### config.mk
export PLATFORM = sky130hd
export DESIGN_NAME = bin_to_bcd_seq_flat
export DESIGN_NICKNAME = d
export VERILOG_FILES = /design/src/rtl/bin_to_bcd_seq_pkg.sv /design/src/rtl/bin_to_bcd_seq_if.sv /design/src/rtl/bin_to_bcd_seq_add3.sv /design/src/rtl/bin_to_bcd_seq.sv /design/src/flat_wrapper.sv
export SDC_FILE = /design/constraint.sdc
export NUM_CORES = 1
export LEC_CHECK = 0
export CAP_MARGIN = 20
export CORE_ASPECT_RATIO = 1.1
export CORE_MARGIN = 3
export CORE_UTILIZATION = 44
export DETAILED_ROUTE_END_ITERATION = 10
export MAX_ROUTING_LAYER = met4
export PLACE_DENSITY_LB_ADDON = 0.25
export SLEW_MARGIN = 20
export SYNTH_ARGS = -nofsm -noshare
export SYNTH_HDL_FRONTEND = slang
export SYNTH_HIERARCHICAL = 1
export SYNTH_SLANG_ARGS = --single-unit
### constraint.sdc
create_clock -name clk -period 1.5 [get_ports clk]
set_input_delay 0.3 -clock clk [delete_from_list [all_inputs] [get_ports clk]]
set_output_delay 0.3 -clock clk [all_outputs]
set_load 0.02 [all_outputs]
### src/rtl/bin_to_bcd_seq_pkg.sv
// Shared definitions for the sequential binary-to-BCD converter.
//   state_e        : converter FSM states (IDLE, SHIFT, DONE)
//   bcd_digit_t    : one packed BCD digit
//   BCD_MAX_DIGIT  : largest legal value of a BCD digit
//   min_digits()   : smallest digit count that holds 2**bin_w-1 without overflow
package bcd_pkg;

    typedef enum logic [1:0] {
        IDLE  = 2'd0,
        SHIFT = 2'd1,
        DONE  = 2'd2
    } state_e;

    typedef logic [3:0] bcd_digit_t;

    localparam bcd_digit_t BCD_MAX_DIGIT = 4'd9;

    // Smallest d such that 10**d > 2**bin_w - 1.
    function automatic int min_digits(input int bin_w);
        longint max_val;
        longint lim;
        int     d;
        max_val = (longint'(1) << bin_w) - 1;
        lim     = 10;
        d       = 1;
        for (int i = 0; i < 19; i++) begin
            if (lim <= max_val) begin
                lim = lim * 10;
                d   = d + 1;
            end
        end
        return d;
    endfunction

endpackage

### src/rtl/bin_to_bcd_seq_if.sv
// Handshake bundle for bin_to_bcd_seq.
//   in_valid/in_ready/in_bin      : operand side (master drives valid + data)
//   out_valid/out_ready           : result side (master drives ready)
//   out_bcd/out_ovf               : packed BCD result, digit 0 in [3:0], overflow flag
// master = upstream producer / downstream consumer; slave = the converter.
interface bin_to_bcd_seq_if #(
    parameter int BIN_W  = 8,
    parameter int DIGITS = 3
);
    logic                  in_valid;
    logic                  in_ready;
    logic [BIN_W-1:0]      in_bin;
    logic                  out_valid;
    logic                  out_ready;
    logic [4*DIGITS-1:0]   out_bcd;
    logic                  out_ovf;

    modport master (
        output in_valid, in_bin, out_ready,
        input  in_ready, out_valid, out_bcd, out_ovf
    );

    modport slave (
        input  in_valid, in_bin, out_ready,
        output in_ready, out_valid, out_bcd, out_ovf
    );
endinterface

### src/rtl/bin_to_bcd_seq_add3.sv
// bcd_add3: single-digit shift-add-3 corrector.
//   d_in  : BCD digit before the shift
//   d_out : d_in + 3 when d_in >= 5 (4-bit wrap, no carry), else d_in
module bcd_add3
    import bcd_pkg::*;
(
    input  bcd_digit_t d_in,
    output bcd_digit_t d_out
);
    assign d_out = (d_in >= 4'd5) ? (d_in + 4'd3) : d_in;
endmodule

### src/rtl/bin_to_bcd_seq.sv
// bin_to_bcd_seq: sequential binary-to-BCD converter, one shift-add-3 step per clock.
//   clk : rising-edge clock
//   rst : synchronous active-high reset
//   bus : slave side of bin_to_bcd_seq_if (in_valid/in_ready/in_bin,
//         out_valid/out_ready/out_bcd/out_ovf)
// One conversion in flight; in_ready is high only in IDLE, out_valid only in DONE.
// Optional build macro BIN2BCD_SKIP_LZ_EN: strip leading zeros of the operand on
// accept so small values finish sooner (zero goes straight to DONE). Results are
// identical either way; only latency changes.
module bin_to_bcd_seq
    import bcd_pkg::*;
#(
    parameter int BIN_W  = 8,
    parameter int DIGITS = 3
) (
    input  logic               clk,
    input  logic               rst,
    bin_to_bcd_seq_if.slave    bus
);
    localparam int CW = $clog2(BIN_W + 1);
    // With enough digits the overflow flag can never set; tie it off so it trims away.
    localparam bit DIGITS_ADEQUATE = (DIGITS >= min_digits(BIN_W));

    state_e               state_q, state_d;
    logic [BIN_W-1:0]     shreg_q, shreg_d;
    logic [4*DIGITS-1:0]  bcd_q, bcd_d;
    logic                 ovf_q, ovf_d;
    logic [CW-1:0]        cnt_q, cnt_d;
    logic [4*DIGITS-1:0]  out_bcd_q, out_bcd_d;
    logic                 out_ovf_q, out_ovf_d;

    logic [4*DIGITS-1:0]  bcd_adj;
    logic [BIN_W-1:0]     load_shreg;
    logic [CW-1:0]        load_cnt;

    generate
        for (genvar gi = 0; gi < DIGITS; gi++) begin : g_digit
            bcd_add3 u_add3 (
                .d_in  (bcd_q[4*gi +: 4]),
                .d_out (bcd_adj[4*gi +: 4])
            );
        end
    endgenerate

`ifdef BIN2BCD_SKIP_LZ_EN
    logic [CW-1:0] lzc;

    // Leading-zero count: the highest set bit wins because it is visited last.
    always_comb begin
        lzc = CW'(BIN_W);
        for (int i = 0; i < BIN_W; i++) begin
            if (bus.in_bin[i]) begin
                lzc = CW'(BIN_W - 1 - i);
            end
        end
    end

    assign load_shreg = bus.in_bin << lzc;
    assign load_cnt   = CW'(BIN_W) - lzc;
`else
    assign load_shreg = bus.in_bin;
    assign load_cnt   = CW'(BIN_W);
`endif

    always_comb begin
        state_d   = state_q;
        shreg_d   = shreg_q;
        bcd_d     = bcd_q;
        ovf_d     = ovf_q;
        cnt_d     = cnt_q;
        out_bcd_d = out_bcd_q;
        out_ovf_d = out_ovf_q;

        case (state_q)
            IDLE: begin
                if (bus.in_valid) begin
                    shreg_d = load_shreg;
                    bcd_d   = '0;
                    ovf_d   = 1'b0;
                    cnt_d   = load_cnt;
                    if (load_cnt == '0) begin
                        // Zero operand with nothing left to shift: result is 0.
                        out_bcd_d = '0;
                        out_ovf_d = 1'b0;
                        state_d   = DONE;
                    end else begin
                        state_d = SHIFT;
                    end
                end
            end

            SHIFT: begin
                // Correct every digit, then shift {ovf, bcd, shreg} left by one.
                shreg_d = shreg_q << 1;
                bcd_d   = {bcd_adj[4*DIGITS-2:0], shreg_q[BIN_W-1]};
                ovf_d   = DIGITS_ADEQUATE ? 1'b0 : (ovf_q | bcd_adj[4*DIGITS-1]);
                cnt_d   = cnt_q - CW'(1);
                if (cnt_q == CW'(1)) begin
                    // Publish only at the end so out_bcd keeps the last result meanwhile.
                    out_bcd_d = bcd_d;
                    out_ovf_d = ovf_d;
                    state_d   = DONE;
                end
            end

            DONE: begin
                if (bus.out_ready) begin
                    state_d = IDLE;
                end
            end

            default: begin
                state_d = IDLE;
            end
        endcase
    end

    always_ff @(posedge clk) begin
        if (rst) begin
            state_q   <= IDLE;
            shreg_q   <= '0;
            bcd_q     <= '0;
            ovf_q     <= 1'b0;
            cnt_q     <= '0;
            out_bcd_q <= '0;
            out_ovf_q <= 1'b0;
        end else begin
            state_q   <= state_d;
            shreg_q   <= shreg_d;
            bcd_q     <= bcd_d;
            ovf_q     <= ovf_d;
            cnt_q     <= cnt_d;
            out_bcd_q <= out_bcd_d;
            out_ovf_q <= out_ovf_d;
        end
    end

    assign bus.in_ready  = (state_q == IDLE);
    assign bus.out_valid = (state_q == DONE);
    assign bus.out_bcd   = out_bcd_q;
    assign bus.out_ovf   = out_ovf_q;

endmodule
### src/flat_wrapper.sv
// flat-port wrapper written by rule: the top's interface ports become plain ports
module bin_to_bcd_seq_flat import bcd_pkg::*;
#(
    parameter int BIN_W  = 8,
    parameter int DIGITS = 3
)
  (clk, rst, bus_in_valid, bus_in_bin, bus_out_ready, bus_in_ready, bus_out_valid, bus_out_bcd, bus_out_ovf);
  bin_to_bcd_seq_if #(.BIN_W(BIN_W), .DIGITS(DIGITS)) bus_i ();
  input  logic clk;
  input  logic rst;
  input wire logic [$bits(bus_i.in_valid)-1:0] bus_in_valid;
  input wire logic [$bits(bus_i.in_bin)-1:0] bus_in_bin;
  input wire logic [$bits(bus_i.out_ready)-1:0] bus_out_ready;
  output wire logic [$bits(bus_i.in_ready)-1:0] bus_in_ready;
  output wire logic [$bits(bus_i.out_valid)-1:0] bus_out_valid;
  output wire logic [$bits(bus_i.out_bcd)-1:0] bus_out_bcd;
  output wire logic [$bits(bus_i.out_ovf)-1:0] bus_out_ovf;
  assign bus_i.in_valid = bus_in_valid;
  assign bus_i.in_bin = bus_in_bin;
  assign bus_i.out_ready = bus_out_ready;
  assign bus_in_ready = bus_i.in_ready;
  assign bus_out_valid = bus_i.out_valid;
  assign bus_out_bcd = bus_i.out_bcd;
  assign bus_out_ovf = bus_i.out_ovf;
  bin_to_bcd_seq #(.BIN_W(BIN_W), .DIGITS(DIGITS)) u_core (.clk(clk), .rst(rst), .bus(bus_i));
endmodule
==> impl_metrics.env, run 1 <==
export IMPL_ir_drop_uv=437
export IMPL_cts_htree_levels=2
export IMPL_postCtsHoldBufs=0
export IMPL_dp_hpwl_um=2470
export IMPL_setup_viol=0
export IMPL_die_h_um=76.1
export IMPL_power_per_cell_area_nw_per_um2=853
export IMPL_die_x_um=69.7
export IMPL_vias_per_cell=5.06
export IMPL_cp_end_kind="register"
export IMPL_row_count=24
export IMPL_n_fill_cell=372
export IMPL_instances_no_fill=308
export IMPL_design_die_area_um2=5300
export IMPL_wl_per_cell_um=12.1
export IMPL_rsz0062_at_grt="true"
export IMPL_drtIter0Drc=87
export IMPL_whs_ps=469
export IMPL_synth_cells=223
export IMPL_grt_pass1_wl_um=6370
export IMPL_cts_buffers=5
export IMPL_crit_slowest_cell="dfxtp_2"
export IMPL_grt_usage_pct=14.9
export IMPL_initial_utilization_pct=47.4
export IMPL_fmax_ghz=0.693
export IMPL_arrival_ps=1680
export IMPL_clockBufferDepth=2
export IMPL_path_class="register to register"
export IMPL_cp_cell_sequence="inv_2 -> ha_1 -> nand2b_4 -> a21oi_4 -> mux2i_2 -> a22oi_1 -> nor2_1"
export IMPL_syn_num_nets=243
export IMPL_root_buffer="clkbuf_8"
export IMPL_cts_tree="yes"
export IMPL_grt_pass1_vias=1459
export IMPL_cp_required_ps=1730
export IMPL_diodes=0
export IMPL_portBuffers=25
export IMPL_place_gp_congestion=0.810
export IMPL_drc=0
export IMPL_crit_path_max_fanout=3
export IMPL_power_leakage_nw=0.977
export IMPL_routed_wl_um=3730
export IMPL_io_pins=27
export IMPL_clkTransAtPathRegs_ps=70
export IMPL_netlist_area_um2=1960
export IMPL_grt_max_degree=51
export IMPL_status="finished clean"
export IMPL_syn_area_per_cell_um2=8.81
export IMPL_finish_net_count=275
export IMPL_cts_sinks=38
export IMPL_final_util_pct=60.4
export IMPL_period_minus_slack_ps=1440
export IMPL_drive_above_1_share_pct=20.7
export IMPL_antenna_found_initial=0
export IMPL_cap_viol_max_count=0
export IMPL_clock_latency_ps=290
export IMPL_timing_hold_violations_final=0
export IMPL_core_area_um2=4140
export IMPL_grt_overflow_total=0
export IMPL_crit_path_start_kind="register"
export IMPL_period_share_pct=96.2
export IMPL_area_delta_synth_final_pct=27.5
export IMPL_max_stage_delay_ps=340
export IMPL_firstDrtPassIters=4
export IMPL_ant_nets=0
export IMPL_slew_violations=0
export IMPL_synth_warnings=6
export IMPL_hp_class="register to register"
export IMPL_place_inst=299
export IMPL_vias=1559
export IMPL_skew_ps=4.06
-- state kept, by name (all words and copies together), names as in the netlist --
register            count
u_core/bcd_q           12
u_core/shreg_q          8
u_core/state_q          2
u_core/cnt_q            4
u_core/bus.out_bcd     12
-- cell usage in the layout, fill, tap and decap left out, types with 4 or more instances in the layout --
| cell type | count |
|---|---|
| a21oi_1 | 7 |
| a22oi_1 | 13 |
| buf_4 | 12 |
| clkbuf_8 | 6 |
| clkdlybuf4s50_1 | 11 |
| dfxtp_1 | 32 |
| dfxtp_2 | 6 |
| dlygate4sd2_1 | 13 |
| ha_1 | 5 |
| inv_1 | 7 |
| mux2i_1 | 13 |
| nand2_1 | 12 |
| nand2b_1 | 33 |
| nand2b_4 | 4 |
| nor2_1 | 27 |
| nor3_1 | 8 |
| or3b_2 | 7 |
-- power breakdown --
| part | total, mW | switching (mW) | internal, mW |
|---|---|---|---|
| Sequential | 1.08 | 0.0301 | 1.05 |
| Combinational | 0.326 | 0.157 | 0.170 |
| Clock | 0.730 | 0.359 | 0.371 |
-- per-stage QoR --
| stage | instance area (µm²) | total power, mW | setup TNS, ps | setup slack [ps] |
|---|---|---|---|---|
| finish | 2500 | 2.14 | 0 | 57.1 |
| global route | 2500 | 2.25 | -96.9 | -50.4 |
| global placement | 2330 | 1.42 | -3160 | -185 |
| detailed placement | 2330 | 1.42 | -3750 | -223 |
| CTS | 2410 | 2.15 | 0 | 1.29 |
| floorplan | 1960 | 1.31 | 0 | 153 |
-- repair_timing --
item | in CTS | in global routing
resized for setup | 19 | 18
endpoints found under the setup margin | 18 | 12
buffers inserted | 0 | 1
pin swaps | 2 | 6
endpoints found under the hold margin | 0 | 0
-- area by class of cell --
| type | instances | area (µm²) | share of cell area [%] |
|---|---|---|---|
| Multi-Input combinational cell | 162 | 1180 | 47.2 |
| Tap cell | 52 | 65.1 | 2.60 |
| Inverter | 9 | 33.8 | 1.35 |
| Clock buffer | 7 | 86.3 | 3.45 |
| Timing Repair Buffer | 39 | 364 | 14.5 |
| Clock inverter | 1 | 5.00 | 0.200 |
| Sequential cell | 38 | 768 | 30.7 |
-- worst paths after layout --
check / start / to / slack, ps / cells after the start
max: u_core/bcd_q[1] / u_core/bcd_q[2] / 60 / 7
min reg2reg: u_core/bus.out_bcd[10] / u_core/bus.out_bcd[10] / 470 / 2
min: u_core/bus.out_bcd[10] / u_core/bus.out_bcd[10] / 470 / 2
max reg2reg: u_core/bcd_q[1] / u_core/bcd_q[2] / 60 / 7
-- routing by layer --
layer  wire length, µm  global-route usage [%]  share of wire (%)
met5                 0                       -                  0
met4                87                    7.47                2.3
met3               157                    3.30                4.2
met2              1740                    23.7                 47
met1              1750                    17.7                 47
-- critical path: cells and delay by family, from the launching register on --
family / cells / cell delay (ps)
flops: 1 / 340
compound gates: 2 / 290
mux: 1 / 260
simple gates: 2 / 250
fa+ha+maj: 1 / 180
buf+inv: 1 / 60
(Power assumes the default switching activity.)
==> run 2, diff against run 1 <==
--- a/config.mk
+++ b/config.mk
@@ -7,7 +7,6 @@
 export LEC_CHECK = 0
 export CAP_MARGIN = 20
 export CORE_ASPECT_RATIO = 1.1
-export CORE_MARGIN = 3
 export CORE_UTILIZATION = 44
 export DETAILED_ROUTE_END_ITERATION = 10
 export MAX_ROUTING_LAYER = met4
==> run 2 against run 1 <==
Effect of this change:
- count of clock-buffer cells in the layout shrank 1
- flip-flop and latch count is the same
- non-clock buffer count grew 3
- register-to-register slack gained 20 ps
- clock power grew 21%
- critical path type unchanged
- routed wire length shrank 0.64%
- via count shrank 1.4%
==> impl_metrics.env, run 2 (same netlist as run 1, synthesis figures left out) <==
export IMPL_netSwitchingFraction_pct=23.5
export IMPL_r2r_slack_ps=80
export IMPL_period_minus_slack_ps=1420
export IMPL_reg2reg_to="u_core/bcd_q[2]"
export IMPL_power_leakage_nw=0.987
export IMPL_fmax_ghz=0.704
export IMPL_hp_class="register to register"
export IMPL_grt_overflow_total=0
export IMPL_path_class="register to register"
export IMPL_ff_latch_area_um2=768
export IMPL_period_share_pct=94.7
export IMPL_cts_htree_levels=2
export IMPL_drc=0
export IMPL_crit_path_max_fanout=5
export IMPL_multi_input_area_um2=1170
export IMPL_ir_drop_uv=582
export IMPL_endpoint="u_core/bcd_q[2]"
export IMPL_cp_required_ps=1730
export IMPL_critical_path_startpoint="u_core/bcd_q[0]"
export IMPL_status="finished clean"
export IMPL_design_area_um2=2540
export IMPL_place_area_um2=2340
export IMPL_drive_above_1_share_pct=22.9
export IMPL_pwr_share_clk_pct=38.7
export IMPL_area_delta_synth_final_pct=29.5
export IMPL_place_inst=302
export IMPL_io_pins=27
export IMPL_ant_nets=0
export IMPL_routed_wl_um=3700
export IMPL_grt_usage_pct=17.9
export IMPL_cp_end_kind="register"
export IMPL_clock_latency_ps=290
export IMPL_skew_ps=7.53
export IMPL_cap_viol_max_count=0
export IMPL_drtIter0Drc=95
export IMPL_instances_no_fill=312
export IMPL_p_seq_share_pct=47.2
export IMPL_cts_buffers=5
export IMPL_wl_per_cell_um=11.9
export IMPL_vias_per_cell=4.93
export IMPL_dp_hpwl_um=2420
export IMPL_layout_common_cells="nand2b_1 (33), dfxtp_1 (32), nor2_1 (27)"
export IMPL_setup_viol=0
export IMPL_clockBufferDepth=2
export IMPL_grt_pass1_wl_um=6340
export IMPL_final_common_cell="nand2b_1"
export IMPL_design_die_area_um2=4740
export IMPL_root_buffer="clkbuf_8"
export IMPL_timing_hold_violations_final=0
export IMPL_die_h_um=72.1
export IMPL_n_fill_cell=372
export IMPL_internal_power_mw=1.75
export IMPL_diodes=0
export IMPL_fin_total_pwr_mw=2.29
export IMPL_vias=1537
export IMPL_power_per_cell_area_nw_per_um2=900
export IMPL_finish_net_count=278
export IMPL_row_count=25
export IMPL_antenna_found_initial=0
export IMPL_portBuffers=25
export IMPL_cts_tree="yes"
export IMPL_rsz0062_at_grt="true"
export IMPL_combPwrFrac_pct=14.0
export IMPL_final_setup_tns_ps=0
export IMPL_firstDrtPassIters=4
export IMPL_place_gp_congestion=0.767
export IMPL_r2r_start="u_core/bcd_q[0]"
export IMPL_grt_max_degree=51
export IMPL_initial_utilization_pct=45.8
export IMPL_crit_path_start_kind="register"
export IMPL_cts_sinks=38
export IMPL_grt_pass1_vias=1396
export IMPL_worstRegToRegCells=7
export IMPL_arrival_ps=1650
export IMPL_core_area_um2=4290
export IMPL_power_switching_mw=0.538
export IMPL_die_x_um=65.7
export IMPL_whs_ps=473
export IMPL_slew_violations=0
export IMPL_clkTransAtPathRegs_ps=80
==> run 2: cell count changes in the layout (fill, tap and decap cells not counted), sizes merged <==
cell	change
clkbuf	-1
bufinv	+1
buf	+3
clkinv	-1
==> run 2: power groups by stage <==
stage,combinational [mW],clock [mW],sequential (mW)
after detailed placement,0.317,0,1.10
final,0.321,0.886,1.08
after CTS,0.316,0.909,1.08
after floorplan,0.215,0,1.10
after global routing,0.358,0.955,1.09
after global placement,0.314,0,1.10
==> run 2: worst min-delay path by stage <==
stage                             endpoint                   start  slack (ps)  depth (start not counted)
global route        u_core/bus.out_bcd[10]  u_core/bus.out_bcd[10]         490                          2
finish               u_core/bus.out_bcd[6]   u_core/bus.out_bcd[6]         470                          2
global placement    u_core/bus.out_bcd[11]  u_core/bus.out_bcd[11]         460                          2
CTS                  u_core/bus.out_bcd[3]   u_core/bus.out_bcd[3]         480                          2
detailed placement   u_core/bus.out_bcd[9]   u_core/bus.out_bcd[9]         460                          2
floorplan                u_core/shreg_q[0]           bus_in_bin[0]         450                          2
==> run 2: what timing repair did <==
item | 4_1_cts | 5_1_grt
endpoints found under the setup margin | 16 | 10
resized for setup | 16 | 23
setup buffers | 0 | 3
pin swaps | 1 | 5
hold buffers | 0 | 0
cloned | 0 | 0
==> run 2: area by class of cell <==
type	instances	share of cell area (%)
multi-input cells	162	46.2
flip-flops and latches	38	30.2
repair buffers	42	15.2
clock buffers	6	3.25
well taps	54	2.66
inverters	9	1.33
clock inverters	1	1.18
==> run 2: metrics by stage <==
step | utilization (%) | worst slack (ps)
after detailed placement | 54.6 | -227
after global routing | 59.4 | -30.1
after global placement | 54.6 | -185
final | 59.4 | 78.8
after CTS | 56.8 | 7.13
after floorplan | - | 153
==> run 2: critical path, stage by stage, from the launching register on <==
cell and delay [ps]:
dfxtp_2 350, inv_1 60, ha_2 220, nand2b_4 70, a21oi_4 180, mux2i_2 260, a22oi_1 120, nor2_1 100
==> run 2: layer usage <==
| metal | track usage, % | wire, µm |
|---|---|---|
| met5 | - | 0 |
| met1 | 22.5 | 1750 |
| met2 | 26.5 | 1760 |
| met4 | 8.21 | 72 |
| met3 | 4.72 | 122 |
==> run 3, diff against run 2 <==
--- a/config.mk
+++ b/config.mk
@@ -8,6 +8,7 @@
 export CAP_MARGIN = 20
 export CORE_ASPECT_RATIO = 1.1
 export CORE_UTILIZATION = 44
+export CTS_BUF_LIST = sky130_fd_sc_hd__clkbuf_4 sky130_fd_sc_hd__clkbuf_8 sky130_fd_sc_hd__clkbuf_16
 export DETAILED_ROUTE_END_ITERATION = 10
 export MAX_ROUTING_LAYER = met4
 export PLACE_DENSITY_LB_ADDON = 0.25
==> results of run 3 <==
Final layout, timing and power as in run 2 (identical DEF).
